==> config.mk <==
export PLATFORM = sky130hd
export DESIGN_NAME = seq_shifter
export DESIGN_NICKNAME = d
export VERILOG_FILES = /design/src/rtl/seq_shifter_pkg.sv /design/src/rtl/shift_step.sv /design/src/rtl/seq_shifter.sv
export SDC_FILE = /design/constraint.sdc
export NUM_CORES = 1
export LEC_CHECK = 0
export CAP_MARGIN = 20
export CORE_ASPECT_RATIO = 0.7
export CORE_MARGIN = 2
export CORE_UTILIZATION = 46
export CTS_CLUSTER_DIAMETER = 40
export DETAILED_ROUTE_END_ITERATION = 16
export HOLD_SLACK_MARGIN = 0.12
export PLACE_DENSITY = 0.86
export SLEW_MARGIN = 15
export SYNTH_ARGS = -nofsm -noshare
export SYNTH_HDL_FRONTEND = slang
export SYNTH_SLANG_ARGS = --single-unit
==> constraint.sdc <==
create_clock -name clk -period 1.55 [get_ports clk]
set_input_delay 0.3875 -clock clk [delete_from_list [all_inputs] [get_ports clk]]
set_output_delay 0.3875 -clock clk [all_outputs]
set_load 0.01 [all_outputs]
==> src/rtl/seq_shifter_pkg.sv <==
// Shared types and helpers for the multi-cycle shift/rotate unit.
package seq_shifter_pkg;

  typedef enum logic [2:0] {
    MODE_SLL = 3'd0,
    MODE_SRL = 3'd1,
    MODE_SRA = 3'd2,
    MODE_ROL = 3'd3,
    MODE_ROR = 3'd4
  } mode_t;

  typedef enum logic [1:0] {
    ST_IDLE  = 2'd0,
    ST_SHIFT = 2'd1,
    ST_DONE  = 2'd2
  } state_t;

  function automatic logic mode_illegal(input logic [2:0] mode);
    return mode > 3'd4;
  endfunction

endpackage

==> src/rtl/shift_step.sv <==
// Combinational single-step shifter: moves data by k (<= STEP) positions
// and reports the last bit that left the register.
module shift_step
  import seq_shifter_pkg::*;
#(
  parameter int WIDTH = 8,
  parameter int STEP  = 1,
  parameter int KW    = $clog2(STEP + 1)
) (
  input  logic [WIDTH-1:0] data,
  input  mode_t            mode,
  input  logic [KW-1:0]    k,
  output logic [WIDTH-1:0] next_data,
  output logic             carry
);

  localparam logic [WIDTH-1:0] ZERO = '0;

  logic [2*WIDTH-1:0] ext;

  // The doubled vector keeps the bit just past the boundary, which is the carry.
  always_comb begin
    ext       = '0;
    next_data = data;
    carry     = 1'b0;
    case (mode)
      MODE_SLL: begin
        ext       = {ZERO, data} << k;
        next_data = ext[WIDTH-1:0];
        carry     = ext[WIDTH];
      end
      MODE_SRL: begin
        ext       = {data, ZERO} >> k;
        next_data = ext[2*WIDTH-1:WIDTH];
        carry     = ext[WIDTH-1];
      end
      MODE_SRA: begin
        ext       = $signed({data, ZERO}) >>> k;
        next_data = ext[2*WIDTH-1:WIDTH];
        carry     = ext[WIDTH-1];
      end
      MODE_ROL: begin
        ext       = {data, data} << k;
        next_data = ext[2*WIDTH-1:WIDTH];
      end
      MODE_ROR: begin
        ext       = {data, data} >> k;
        next_data = ext[WIDTH-1:0];
      end
      default: ;
    endcase
  end

endmodule

==> src/rtl/seq_shifter.sv <==
// Multi-cycle shift/rotate unit with valid/ready on both sides; long
// shifts are iterated STEP positions per cycle through shift_step.
module seq_shifter
  import seq_shifter_pkg::*;
#(
  parameter int WIDTH = 8,
  parameter int STEP  = 1,
  parameter int SHW   = $clog2(WIDTH)
) (
  input  logic             clk,
  input  logic             rst_n,
  input  logic             in_valid,
  output logic             in_ready,
  input  logic [WIDTH-1:0] in_data,
  input  logic [SHW-1:0]   in_amt,
  input  logic [2:0]       in_mode,
  output logic             out_valid,
  input  logic             out_ready,
  output logic [WIDTH-1:0] out_data,
  output logic             out_carry,
  output logic             out_err,
  output logic             busy
);

  localparam int KW = $clog2(STEP + 1);
  localparam logic [SHW-1:0] AMT_MAX = SHW'(WIDTH - 1);

  state_t           state, state_next, load_target;
  logic [WIDTH-1:0] data_q, step_data;
  logic [2:0]       mode_q;
  logic [SHW-1:0]   rem, amt_sat;
  logic [KW-1:0]    k;
  logic             carry_q, err_q, step_carry, accept, last_step;

  assign accept    = in_valid & in_ready;
  assign amt_sat   = (32'(in_amt) >= WIDTH) ? AMT_MAX : in_amt;
  assign last_step = 32'(rem) <= STEP;

  always_comb begin
    if (32'(rem) < STEP) k = KW'(rem);
    else                 k = KW'(STEP);
  end

  // Zero-length and illegal requests skip straight to the result stage.
  always_comb begin
    if (amt_sat == '0 || mode_illegal(in_mode)) load_target = ST_DONE;
    else                                        load_target = ST_SHIFT;
  end

  shift_step #(
    .WIDTH (WIDTH),
    .STEP  (STEP)
  ) u_step (
    .data      (data_q),
    .mode      (mode_t'(mode_q)),
    .k         (k),
    .next_data (step_data),
    .carry     (step_carry)
  );

  always_ff @(posedge clk or negedge rst_n) begin
    if (!rst_n) state <= ST_IDLE;
    else        state <= state_next;
  end

  always_comb begin
    state_next = state;
    case (state)
      ST_IDLE:  if (accept) state_next = load_target;
      ST_SHIFT: if (last_step) state_next = ST_DONE;
      ST_DONE:  if (out_ready) state_next = accept ? load_target : ST_IDLE;
      default:  state_next = ST_IDLE;
    endcase
  end

  always_comb begin
    in_ready  = 1'b0;
    out_valid = 1'b0;
    busy      = 1'b1;
    case (state)
      ST_IDLE: begin
        in_ready = 1'b1;
        busy     = 1'b0;
      end
      ST_DONE: begin
        out_valid = 1'b1;
        in_ready  = out_ready;
      end
      default: ;
    endcase
  end

  always_ff @(posedge clk or negedge rst_n) begin
    if (!rst_n) begin
      data_q  <= '0;
      mode_q  <= 3'd0;
      rem     <= '0;
      carry_q <= 1'b0;
      err_q   <= 1'b0;
    end else if (accept) begin
      data_q  <= in_data;
      mode_q  <= in_mode;
      rem     <= amt_sat;
      carry_q <= 1'b0;
      err_q   <= mode_illegal(in_mode);
    end else if (state == ST_SHIFT) begin
      data_q  <= step_data;
      carry_q <= step_carry;
      rem     <= rem - SHW'(k);
    end
  end

  assign out_data  = data_q;
  assign out_carry = carry_q;
  assign out_err   = err_q;

endmodule
# After elaboration in Yosys (flattened, before gate mapping)
# Cells that the tools add are included.
# totals
n_memories,0
ramBits,0
output_inout_bits,13
mem_bits_ro,0
reg_bits,18
latch_bits,0
in_bits,18
# classes
n_reduce_logical,8
n_div,0
n_bitwise,1
n_mux,18
eq_ne,9
addsub,1
mul,0
n_lt_le_gt_ge,3
shifts,5
# ops
cell,n
$pmux W8 S5,1
$mux W8,2
$shl A16 B1 Y16,1
$shr A16 B1 Y16,1
$shr A16 B1 Y8,1
$sshr A16 B1 Y16,1
$mux W2,5
$shl A8 B1 Y9,1
$eq A3 B2 Y1 const B,2
$logic_not A3 Y1,2
$mux W3,2
$ne A2 B2 Y1 const B,3
$pmux W2 S3,1
$reduce_bool A6 Y1,1
$mux W1,5
$eq A3 B1 Y1 const B,1
$eq A3 B3 Y1 const B,1
$gt A3 B3 Y1 const B,1
$le A3 B1 Y1 const B,1
$lt A3 B1 Y1 const B,1
$pmux W1 S3,1
$reduce_and A3 Y1,1
$sub A3 B1 Y3,1
$eq A2 B1 Y1 const B,1
7 further kinds,7

# Logic depth before layout (Yosys ltp)
# Gate-level depths: netlist of run 1.
# depth
word_depth,6
depth_mapped,6

# By module
# From an unflattened synthesis of run 1, not the netlist that was laid out.
# unflattened
hier_cells,149
hier_area_um2,1378.8
# by_module_without_submodules
module,area_each_um2,cells_each,n_inst
seq_shifter,899.6,82,1
shift_step,479.2,67,1

# Worst setup path before layout of run 1
# OpenSTA, ideal clock, no wires.
# synth_timing
kind,reg-to-reg
startpoint,register mode_q[2]
endpoint,"register data_q[1], in the netlist out_data[1]"
arrival_time_ns,1.316
setup_time_ns,0.127
synth_period_minus_slack_ns,1.443
slack_ns,0.107
path_buffers,1
path_stages_with_launch,6
path_cell_list,dfrtp_1 buf_6 or3_4 nand3_4 mux2i_1 o211ai_2
# synth_between
elab_chain_cells,4
# synth_rtl
element,line,text
start: declaration,seq_shifter.sv:30,logic [2:0] mode_q;
start signal: assignment,seq_shifter.sv:102,mode_q <= in_mode;
$eq A3 B3 Y1 (tied with other cells),n/a,
$pmux W8 S5,shift_step.sv:26,case (mode)
$mux W8,seq_shifter.sv:106,end else if (state == ST_SHIFT) begin
$mux W8,seq_shifter.sv:100,end else if (accept) begin
end signal: assignment,seq_shifter.sv:101,data_q <= in_data;
end signal: assignment,seq_shifter.sv:107,data_q <= step_data;
end: declaration,seq_shifter.sv:29,"logic [WIDTH-1:0] data_q, step_data;"
# Several ways; a longest one is shown, not always the timed one. The select of a mux whose other input is x is not followed.
# A chain may end at the register's enable or synchronous reset.

# Worst setup path in the final report of run 1
# layout_timing
startpoint,register state[1]
endpoint,output in_ready
# layout_between
elab_chain_cells,2
# layout_rtl
element,line,text
start: declaration,seq_shifter.sv:28,"state_t state, state_next, load_target;"
start signal: assignment,seq_shifter.sv:63,else state <= state_next;
$eq A2 B2 Y1 or $logic_not A2 Y1 (tied branches),seq_shifter.sv:80,case (state)
$pmux W1 S2 (*),seq_shifter.sv:80,
end: declaration,seq_shifter.sv:13,"output logic in_ready,"
# Mark *: on every way between the ends. The rest lies on a longest branch, timed or not.

==> impl_metrics.tcl, run 1 <==
set metrics [dict create \
    status "finished, violations left" \
    violations "setup timing" \
    num_antenna_cells 0 \
    r2r_setup_slack_ns -0.08 \
    yosys-top-cells-count "nand2_1 (22), dfrtp_1 (18), mux2i_1 (9), nand3_1 (9)" \
    cts_tree "done" \
    dieHeight_um 46.2 \
    vias_per_cell 6.23 \
    ys_types 38 \
    synth_mux_area_share_pct 7.68 \
    clock_path_buffers 2 \
    max_slew_margin_pct 74.7 \
    place_hpwl_um 2340 \
    ant_nets 0 \
    hold_class "primary input to asynchronous set/reset pin" \
    clockRootBuffer "clkbuf_4" \
    grt_pass1_vias 1129 \
    hold_viol 0 \
    ys.flop_type "dfrtp_1" \
    ys_seq_elements 18 \
    finalPower_mw 4.16 \
    clock_sinks 18 \
    drc 0 \
    clkTransAtPathRegs_ns 0.12 \
    first_iter_violations 119 \
    wl_um 4090 \
    synth_edf_count 0 \
    clock.fmax_mhz 606 \
    async_flop_share_pct 100 \
    finClkSkew_ns 0.0121 \
    worst_pin_slew_ns 0.375 \
    antenna_found_initial 0 \
    firstDrtPassIters 4 \
    grt_overflow 0 \
    synth_nets 145 \
    cp.arrival_ns 1.26 \
    crit_path_end_kind "output port" \
    instances_no_fill 214 \
    peakVddDrop_uv 1070 \
    synthXorXnorAreaFrac_pct 0.747 \
    yosys.area_share.adder_pct 1.07 \
    layout_min_cycle_time_ns 1.65 \
    die_area_um2 2970 \
    layout-drive-gt1-share_pct 40.0 \
    slew_viol_final 0 \
    synth.area.top_cells "dfrtp_1 (38%), mux2i_1 (7.7%), nand2_1 (7.0%)" \
    clock_latency_ns 0.31 \
    io_pins 31 \
    dp_cells 199 \
    tns_ns -0.542 \
    fin_util_pct 78.2 \
    vias 1333 \
    rsz0062_at_grt "yes" \
    min_period_over_period_pct 106 \
    setup_viol 18 \
    synth_top_area_share_pct 38.4 \
    yosys_warnings 0 \
    seq_power_share_pct 21.8 \
    p_int_mw 2.26 \
    synth_top_family_by_area "simple AND/OR/NAND/NOR gates" \
    ys_seq_area_share_pct 38.4 \
    coreArea_um2 2440 \
    synth-simple-area-share_pct 27.1 \
    placed_area_um2 1610 \
    design_area_um2 1910 \
    syn_avg_cell_area_um2 9.30 \
    cp-start-kind "flop" \
    nets 200 \
    drv_cap 0 \
    p_sw_mw 1.90 \
    yosys.area.top_type "dfrtp_1" \
    netlist_area_um2 1170 \
    grt_usage_pct 23.2 \
    areaGrowthSynthToFinish_pct 62.8 \
    port_buffers 30 \
    fp-row-count 15 \
    powerDensity_nw_per_um2 2180 \
    synth-compound-area-share_pct 19.1 \
    grt_pass1_wl_um 5260 \
    initial_core_util_pct 48.1 \
    gp_congestion 0.836 \
    cts_buffers 3 \
    setup_ws_ns -0.100 \
    cp_max_fo 3 \
    critical_path_class "flop to output port" \
    htreeDepth 1 \
    synth_cells 126 \
    combPwrFrac_pct 70.9 \
    wire_per_inst_um 19.1 \
    synthMostInstantiatedCell "nand2_1" \
    fill_cells 141 \
    fp.dieW_um 64.3 \
    leakagePower_nw 0.906 \
    netSwitchingFraction_pct 45.7 \
    reg2reg_depth 6 \
    required_ns 1.16 \
    p_clk_share_pct 7.3 \
    grt_max_degree 19 \
]
cell type report:
type	instances	area (um2)	area share, %
well taps	34	42.5	2.23
multi-input cells	97	800	41.9
flip-flops and latches	18	450	23.6
repair buffers	56	561	29.4
clock buffers	4	36.3	1.90
inverters	5	18.8	0.984
what timing repair did:
item	4_1_cts	5_1_grt
setup buffers	8	1
hold endpoints to repair	0	0
cloned	1	1
endpoints found under the setup margin	25	21
resized for setup	29	38
pin swaps	1	13
hold buffers	0	0
path summary, 6_finish.rpt:
path                                to  startpoint
max in group asynchronous  out_data[6]       rst_n
max                           in_ready    state[1]
min reg2reg                    out_err     out_err
min                             rem[2]       rst_n
min in group clk               out_err     out_err
max reg2reg                out_data[7]    state[1]
power by group through the flow:
| stage | logic [mW] | clock network, mW | registers (mW) |
|---|---|---|---|
| 2_1_floorplan | 1.38 | 0 | 0.946 |
| 3_3_place_gp | 2.19 | 0 | 0.929 |
| 3_5_place_dp | 2.30 | 0 | 0.949 |
| 4_1_cts | 2.44 | 0.303 | 0.887 |
| 5_1_grt | 3.11 | 0.324 | 0.944 |
| 6_report | 2.95 | 0.304 | 0.906 |
sequential cells by signal, indices dropped and copies added (netlist names):
register   count
out_data       8
mode_q         3
rem            3
state          2
out_carry      1
out_err        1
layout by cell type, fill, tap and decap left out, types with 2 or more instances in the layout:
cell type        count
mux2i_1              9
a21oi_1              3
buf_12               4
clkbuf_4             3
and2b_1              2
nand2_2              7
buf_4               17
dlygate4sd2_1       11
o21ai_1              4
or3_4                5
nor3_1               4
nand3_1              2
dfrtp_1             18
buf_6                5
nand2_1              8
o211ai_2             6
a31oi_1              2
nor2_1               6
inv_1                5
nor4_1               2
nand2b_1             2
nand3_2              7
clkdlybuf4s50_1     16
nand2_4              7
worst max-delay path: stages (launching register included):
cell and delay (ns):
dfrtp_1 0.42, buf_6 0.12, and2b_1 0.17, nor2_1 0.09, buf_2 0.14
metal layers:
| metal | GRT usage, % | routed length, um | vias to the layer above |
|---|---|---|---|
| met3 | 4.16 | 328 | 40 |
| li1 | - | - | 567 |
| met4 | 4.68 | 230 | 0 |
| met1 | 30.7 | 1680 | 630 |
| met5 | 0 | 0 | - |
| met2 | 41.0 | 1850 | 96 |
cell families (layout without fill, tap and decap cells):
group | count (synthesis) | in the layout
buffers and inverters | 12 | 65
adders and majority gates | 1 | 1
AOI/OAI and AO/OA | 27 | 27
muxes | 9 | 9
and+or+nand+nor | 58 | 59
xor gates and xnor gates | 1 | 1
DFF | 18 | 18
stage by stage:
step	hold slack [ns]	worst slack (ns)
2_1_floorplan	0.0919	0.107
3_3_place_gp	0.473	-0.491
3_5_place_dp	0.480	-0.538
4_1_cts	0.405	-0.0797
5_1_grt	0.400	-0.154
6_report	0.388	-0.100
(Power assumes the default switching activity.)
==> inputs of run 2 (changes only) <==
--- a/config.mk
+++ b/config.mk
@@ -5,7 +5,7 @@
 export SDC_FILE = /design/constraint.sdc
 export NUM_CORES = 1
 export LEC_CHECK = 0
-export CAP_MARGIN = 20
+export CAP_MARGIN = 10
 export CORE_ASPECT_RATIO = 0.7
 export CORE_MARGIN = 2
 export CORE_UTILIZATION = 46
==> results of run 2 <==
No change in the layout: final DEF, timing and power equal those of run 1.
